### src/rtl/spi_reg_bridge.sv
// Purpose: decodes SPI_SLAVE byte stream (cmd + burst) into register bus write/read strobes,
//          and returns read data to the slave over its DIN/DIN_VLD/READY handshake.
// Latency: REG_WE 1 cycle after RX_VLD; REG_RE 2 cycles after RX_VLD; TX_DATA 2 cycles after REG_RE.
// Backpressure: TX_READY only retires the pending read byte; unretired data on the next
//               dummy byte, or bytes arriving mid-fetch, bump the saturating ERR_CNT.
//
// Ports:
//   CLK, RST                       clock, synchronous active-high reset
//   CS_N_IN                        raw chip select (async), synchronised internally
//   RX_DATA, RX_VLD                received byte from SPI_SLAVE
//   TX_DATA, TX_VLD, TX_READY      byte offered to SPI_SLAVE and its accept handshake
//   REG_ADDR, REG_WDATA, REG_WE    register write port
//   REG_RE, REG_RDATA              register read port (data valid one cycle after REG_RE)
//   BUSY, ERR_CNT                  FSM activity, saturating overrun count
module spi_reg_bridge #(
    parameter int unsigned ADDR_W    = 6,
    parameter logic [7:0]  IDLE_BYTE = 8'hA5
) (
    input  logic              CLK,
    input  logic              RST,
    input  logic              CS_N_IN,
    input  logic [7:0]        RX_DATA,
    input  logic              RX_VLD,
    output logic [7:0]        TX_DATA,
    output logic              TX_VLD,
    input  logic              TX_READY,
    output logic [ADDR_W-1:0] REG_ADDR,
    output logic [7:0]        REG_WDATA,
    output logic              REG_WE,
    output logic              REG_RE,
    input  logic [7:0]        REG_RDATA,
    output logic              BUSY,
    output logic [7:0]        ERR_CNT
);

    typedef enum logic [2:0] {
        IDLE   = 3'd0,
        CMD    = 3'd1,
        WDATA  = 3'd2,
        RFETCH = 3'd3,
        RCAPT  = 3'd4,
        RWAIT  = 3'd5
    } state_t;

    state_t             state;
    logic               cs_s1;
    logic               cs_s2;
    logic               cs_prev;
    logic [ADDR_W-1:0]  addr;
    logic               inc;
    logic               tx_pend;
    logic               re_q;

    logic               frame_start;
    logic               cs_high;
    logic               overrun;
    logic [ADDR_W-1:0]  addr_step;

    // Sync flops reset to 0 (not 1) so a frame already in progress at reset
    // release never produces a falling edge and is ignored until CS rises.
    assign frame_start = cs_prev & ~cs_s2;
    assign cs_high     = cs_s2;
    assign addr_step   = {{(ADDR_W-1){1'b0}}, inc};

    assign overrun = RX_VLD & (((state == RWAIT) & tx_pend) |
                               (state == RFETCH) | (state == RCAPT));

    always_ff @(posedge CLK) begin
        if (RST) begin
            state     <= IDLE;
            cs_s1     <= 1'b0;
            cs_s2     <= 1'b0;
            cs_prev   <= 1'b0;
            addr      <= '0;
            inc       <= 1'b0;
            tx_pend   <= 1'b0;
            re_q      <= 1'b0;
            TX_DATA   <= IDLE_BYTE;
            TX_VLD    <= 1'b0;
            REG_ADDR  <= '0;
            REG_WDATA <= 8'h00;
            REG_WE    <= 1'b0;
            REG_RE    <= 1'b0;
            BUSY      <= 1'b0;
            ERR_CNT   <= 8'h00;
        end else begin
            cs_s1   <= CS_N_IN;
            cs_s2   <= cs_s1;
            cs_prev <= cs_s2;

            REG_WE  <= 1'b0;
            REG_RE  <= 1'b0;
            TX_VLD  <= 1'b1;
            re_q    <= REG_RE;

            case (state)
                IDLE: begin
                    if (frame_start) begin
                        state <= CMD;
                        BUSY  <= 1'b1;
                    end
                end
                CMD: begin
                    if (RX_VLD) begin
                        addr  <= RX_DATA[ADDR_W-1:0];
                        inc   <= RX_DATA[6];
                        state <= RX_DATA[7] ? WDATA : RFETCH;
                    end
                end
                WDATA: begin
                    if (RX_VLD) begin
                        REG_WE    <= 1'b1;
                        REG_ADDR  <= addr;
                        REG_WDATA <= RX_DATA;
                        addr      <= addr + addr_step;
                    end
                end
                RFETCH: begin
                    REG_RE   <= 1'b1;
                    REG_ADDR <= addr;
                    state    <= RCAPT;
                end
                RCAPT: begin
                    state <= RWAIT;
                end
                RWAIT: begin
                    if (RX_VLD) begin
                        addr  <= addr + addr_step;
                        state <= RFETCH;
                    end
                end
                default: begin
                    state <= IDLE;
                    BUSY  <= 1'b0;
                end
            endcase

            // CS release overrides whatever the case chose; a byte arriving in
            // the same cycle has already been handled above.
            if (cs_high && state != IDLE) begin
                state <= IDLE;
                BUSY  <= 1'b0;
            end

            // REG_RDATA lags the strobe by a cycle, so the load is keyed off
            // the strobe delayed by one (re_q) rather than off the state.
            if (re_q && state != IDLE && !cs_high) begin
                TX_DATA <= REG_RDATA;
                tx_pend <= 1'b1;
            end else if (cs_high || (TX_VLD && TX_READY)) begin
                TX_DATA <= IDLE_BYTE;
                tx_pend <= 1'b0;
            end

            if (overrun && ERR_CNT != 8'hFF) begin
                ERR_CNT <= ERR_CNT + 8'd1;
            end
        end
    end

endmodule

### config.mk
export PLATFORM = sky130hd
export DESIGN_NAME = spi_reg_bridge
export DESIGN_NICKNAME = d
export VERILOG_FILES = /design/src/rtl/spi_reg_bridge.sv
export SDC_FILE = /design/constraint.sdc
export NUM_CORES = 1
export LEC_CHECK = 0
export ABC_AREA = 1
export CAP_MARGIN = 20
export CORE_AREA = 2 2 59 117
export CTS_BUF_LIST = sky130_fd_sc_hd__clkbuf_4
export DETAILED_ROUTE_END_ITERATION = 6
export DIE_AREA = 0 0 61 119
export GPL_TIMING_DRIVEN = 0
export PLACE_DENSITY = 0.69
export SKIP_CTS_REPAIR_TIMING = 1
export SYNTH_ARGS = -nofsm -noshare
export SYNTH_HDL_FRONTEND = slang
export SYNTH_SLANG_ARGS = --single-unit
export TNS_END_PERCENT = 10
### constraint.sdc
create_clock -name CLK -period 3.39 [get_ports CLK]
set_input_delay 0.5085 -clock CLK [delete_from_list [all_inputs] [get_ports CLK]]
set_output_delay 0.5085 -clock CLK [all_outputs]
set_load 0.02 [all_outputs]
==> results_dict.tcl <==
set metrics [dict create \
    power_leakage_uw 0.00110 \
    hpwl_mm 3.59 \
    worst-endpoint-required_ps 2880 \
    die_w_um 61 \
    num_vias 2027 \
    yosys-top-cells-area "dfxtp_1 (46%), nand2_1 (11%), nand3_1 (7.8%), a21oi_1 (7.3%), nor2_1 (5.3%)" \
    htreeDepth 2 \
    die_h_um 119 \
    critPathCaptureType "primary output" \
    crit_chain "clkdlybuf4s50_1" \
    drtIter0Drc 66 \
    ys_seq_elements 49 \
    syn_area_per_cell_um2 7.36 \
    outcome "finished, final reports clean" \
    yosys_warnings 0 \
    crit_path_start_kind "flip-flop" \
    final_cells 435 \
    rsz0062_at_grt "no" \
    via_per_inst 4.66 \
    synth_area_leader_cell "dfxtp_1" \
    wl_per_cell_um 11.1 \
    tightest_slew_ps 518 \
    drc 0 \
    drive_gt1_share_pct 6.34 \
    drv_cap 0 \
    fin_tns_setup_ps 0 \
    synth_cells 287 \
    numCtsBuffers 5 \
    clock-skew-final_ps 16.3 \
    finalSetupViolations 0 \
    ys_seq_area_share_pct 46.4 \
    dp.cells 427 \
    fill_cells 679 \
    path_clk_slew_ps 140 \
    clk_path_buf_depth 2 \
    synth_nets 311 \
    gp_congestion 0.842 \
    start_util_pct 32.7 \
    synth_cell_types 25 \
    numPortBuffers 52 \
    grt_pass1_vias 1944 \
    slew_headroom_pct 65.5 \
    report.final.slew_viol_count 0 \
    crit_buf_inv 1 \
    grt_use_total_pct 14.6 \
    critPathKind "reg2out" \
    fin_crit_sh_pct 57.9 \
    ant_nets 0 \
    synth_top_area_share_pct 46.4 \
    route.final.wire_length_mm 4.85 \
    vdd_drop_max_mv 0.273 \
    grt_max_degree 16 \
    nNetsFinal 370 \
    die_area_um2 7260 \
    netlist_area_um2 2110 \
    crit_family "buffers and inverters" \
    area_growth_pct 34.7 \
    cts_sinks 49 \
    io_pins 55 \
    fin_crit_ps 1960 \
    cp_max_fo 5 \
    critPathArrivalTime_ps 1460 \
    antenna_cells 0 \
    pwr_density_cell_nw_per_um2 442 \
    antenna_found_initial 0 \
    hold_violations 0 \
    max_freq_mhz 509 \
    overflow 0 \
    coreArea_um2 6460 \
    max_stage_delay_ps 640 \
    crit_path_top_delay_cell "clkdlybuf4s50_1" \
    multiInputGateArea_um2 986 \
    rows 42 \
    cts_root_buf "clkbuf_4" \
    cts_tree "done" \
    regArea_um2 981 \
    insertion_delay_ps 370 \
    dr.pass1.iters 4 \
    grt_pass1_wl_mm 8.35 \
    hold_class "in2reg" \
]
[report_power, final]
group	internal, uW	total [uW]	switching (uW)	leakage [uW]
sequential	608	638	29.6	0.000397
clock	228	414	186	0.0000552
combinational	85.9	207	121	0.000645
total	922	1260	336	0.00110
[worst register-to-register path, cell delays in order (launching register included)]
cell     delay, ps
dfxtp_1        370
ha_1           230
nand2_1        120
nor2_1          60
nand2_1        240
nand3_2        220
o21ai_0        210
nor2_1          60
[final timing paths]
| path | startpoint | slack, ps | to | cells after the start |
|---|---|---|---|---|
| setup / recovery | ERR_CNT[2]$_SDFFE_PP0P_ | 1430 | ERR_CNT[2] | 1 |
| hold / removal | RST | 410 | ERR_CNT[1]$_SDFFE_PP0P_ | 2 |
| setup reg to reg | ERR_CNT[0]$_SDFFE_PP0P_ | 1810 | ERR_CNT[6]$_SDFFE_PP0P_ | 7 |
| hold reg to reg | cs_s1$_SDFF_PP0_ | 410 | cs_high$_SDFF_PP0_ | 2 |
[flip-flops by register name (all words and copies together), names as in the netlist]
| name | count |
|---|---|
| REG_RE | 1 |
| state | 3 |
| REG_ADDR | 6 |
| cs_prev | 1 |
| BUSY | 1 |
| cs_s1 | 1 |
| REG_WDATA | 8 |
| cs_high | 1 |
| ERR_CNT | 8 |
| REG_WE | 1 |
| tx_pend | 1 |
| TX_VLD | 1 |
| re_q | 1 |
| addr | 6 |
| inc | 1 |
| TX_DATA | 8 |
[per-layer routing]
| layer | track usage, % | part of all wire (%) | routed length, um |
|---|---|---|---|
| met5 | 0 | 0 | 0 |
| met4 | 5.71 | 1.7 | 80 |
| met3 | 2.39 | 6.6 | 320 |
| met2 | 24.1 | 46 | 2240 |
| met1 | 18.2 | 45 | 2200 |
[per-stage QoR]
stage	total power, uW	setup WS, ps	area (um^2)	utilization, %	hold WS, ps
floorplan	777	1920	2110	-	388
global placement	854	1590	2740	42.5	393
CTS	1270	1400	2850	44.0	406
global route	1320	1360	2850	44.0	413
detailed placement	856	1580	2740	42.5	394
finish	1260	1430	2850	44.0	407
[cells in the mapped netlist (all sizes together)]
| cell type | n |
|---|---|
| a21oi | 31 |
| a31oi | 1 |
| buf | 6 |
| clkbuf | 2 |
| clkinv | 1 |
| dfxtp | 49 |
| ha | 3 |
| inv | 26 |
| nand2 | 63 |
| nand3 | 36 |
| nand3b | 1 |
| nand4 | 9 |
| nor2 | 30 |
| o21ai | 18 |
| o21bai | 2 |
| o22ai | 4 |
| or2 | 2 |
| xor2 | 3 |
[final cells by class]
cell class                 count  area share, %
inverter                      27           3.56
multi-input combinational    203           34.6
clock buffer                   5           1.32
clock inverter                 3           2.29
timing repair buffer          52           18.3
buffer                         8           1.58
tap                           88           3.87
sequential                    49           34.5
[layout by cell type (no fill, tap or decap)]
cell,instances
a31oi_1,1
clkbuf_1,2
o21ai_0,18
bufinv_16,2
nand2_2,1
clkbuf_4,5
nand4_1,9
buf_4,1
or2_2,2
clkinv_2,1
nand3_2,3
buf_1,1
nand2_1,61
o22ai_1,4
nor2_1,30
o21bai_1,2
clkinv_1,1
ha_1,3
inv_1,24
xor2_1,3
a21oi_1,31
nand2_4,1
inv_2,2
buf_2,3
clkdlybuf4s50_1,52
dfxtp_1,49
buf_6,1
nand3_1,33
nand3b_1,1
[logic make-up after synthesis]
| family | synth area share (%) |
|---|---|
| simple gates | 29.8 |
| buf+inv | 6.93 |
| xor+xnor | 1.24 |
| flops | 46.4 |
| fa+ha+maj | 1.78 |
| compound gates | 13.8 |
(Power assumes the default switching activity.)
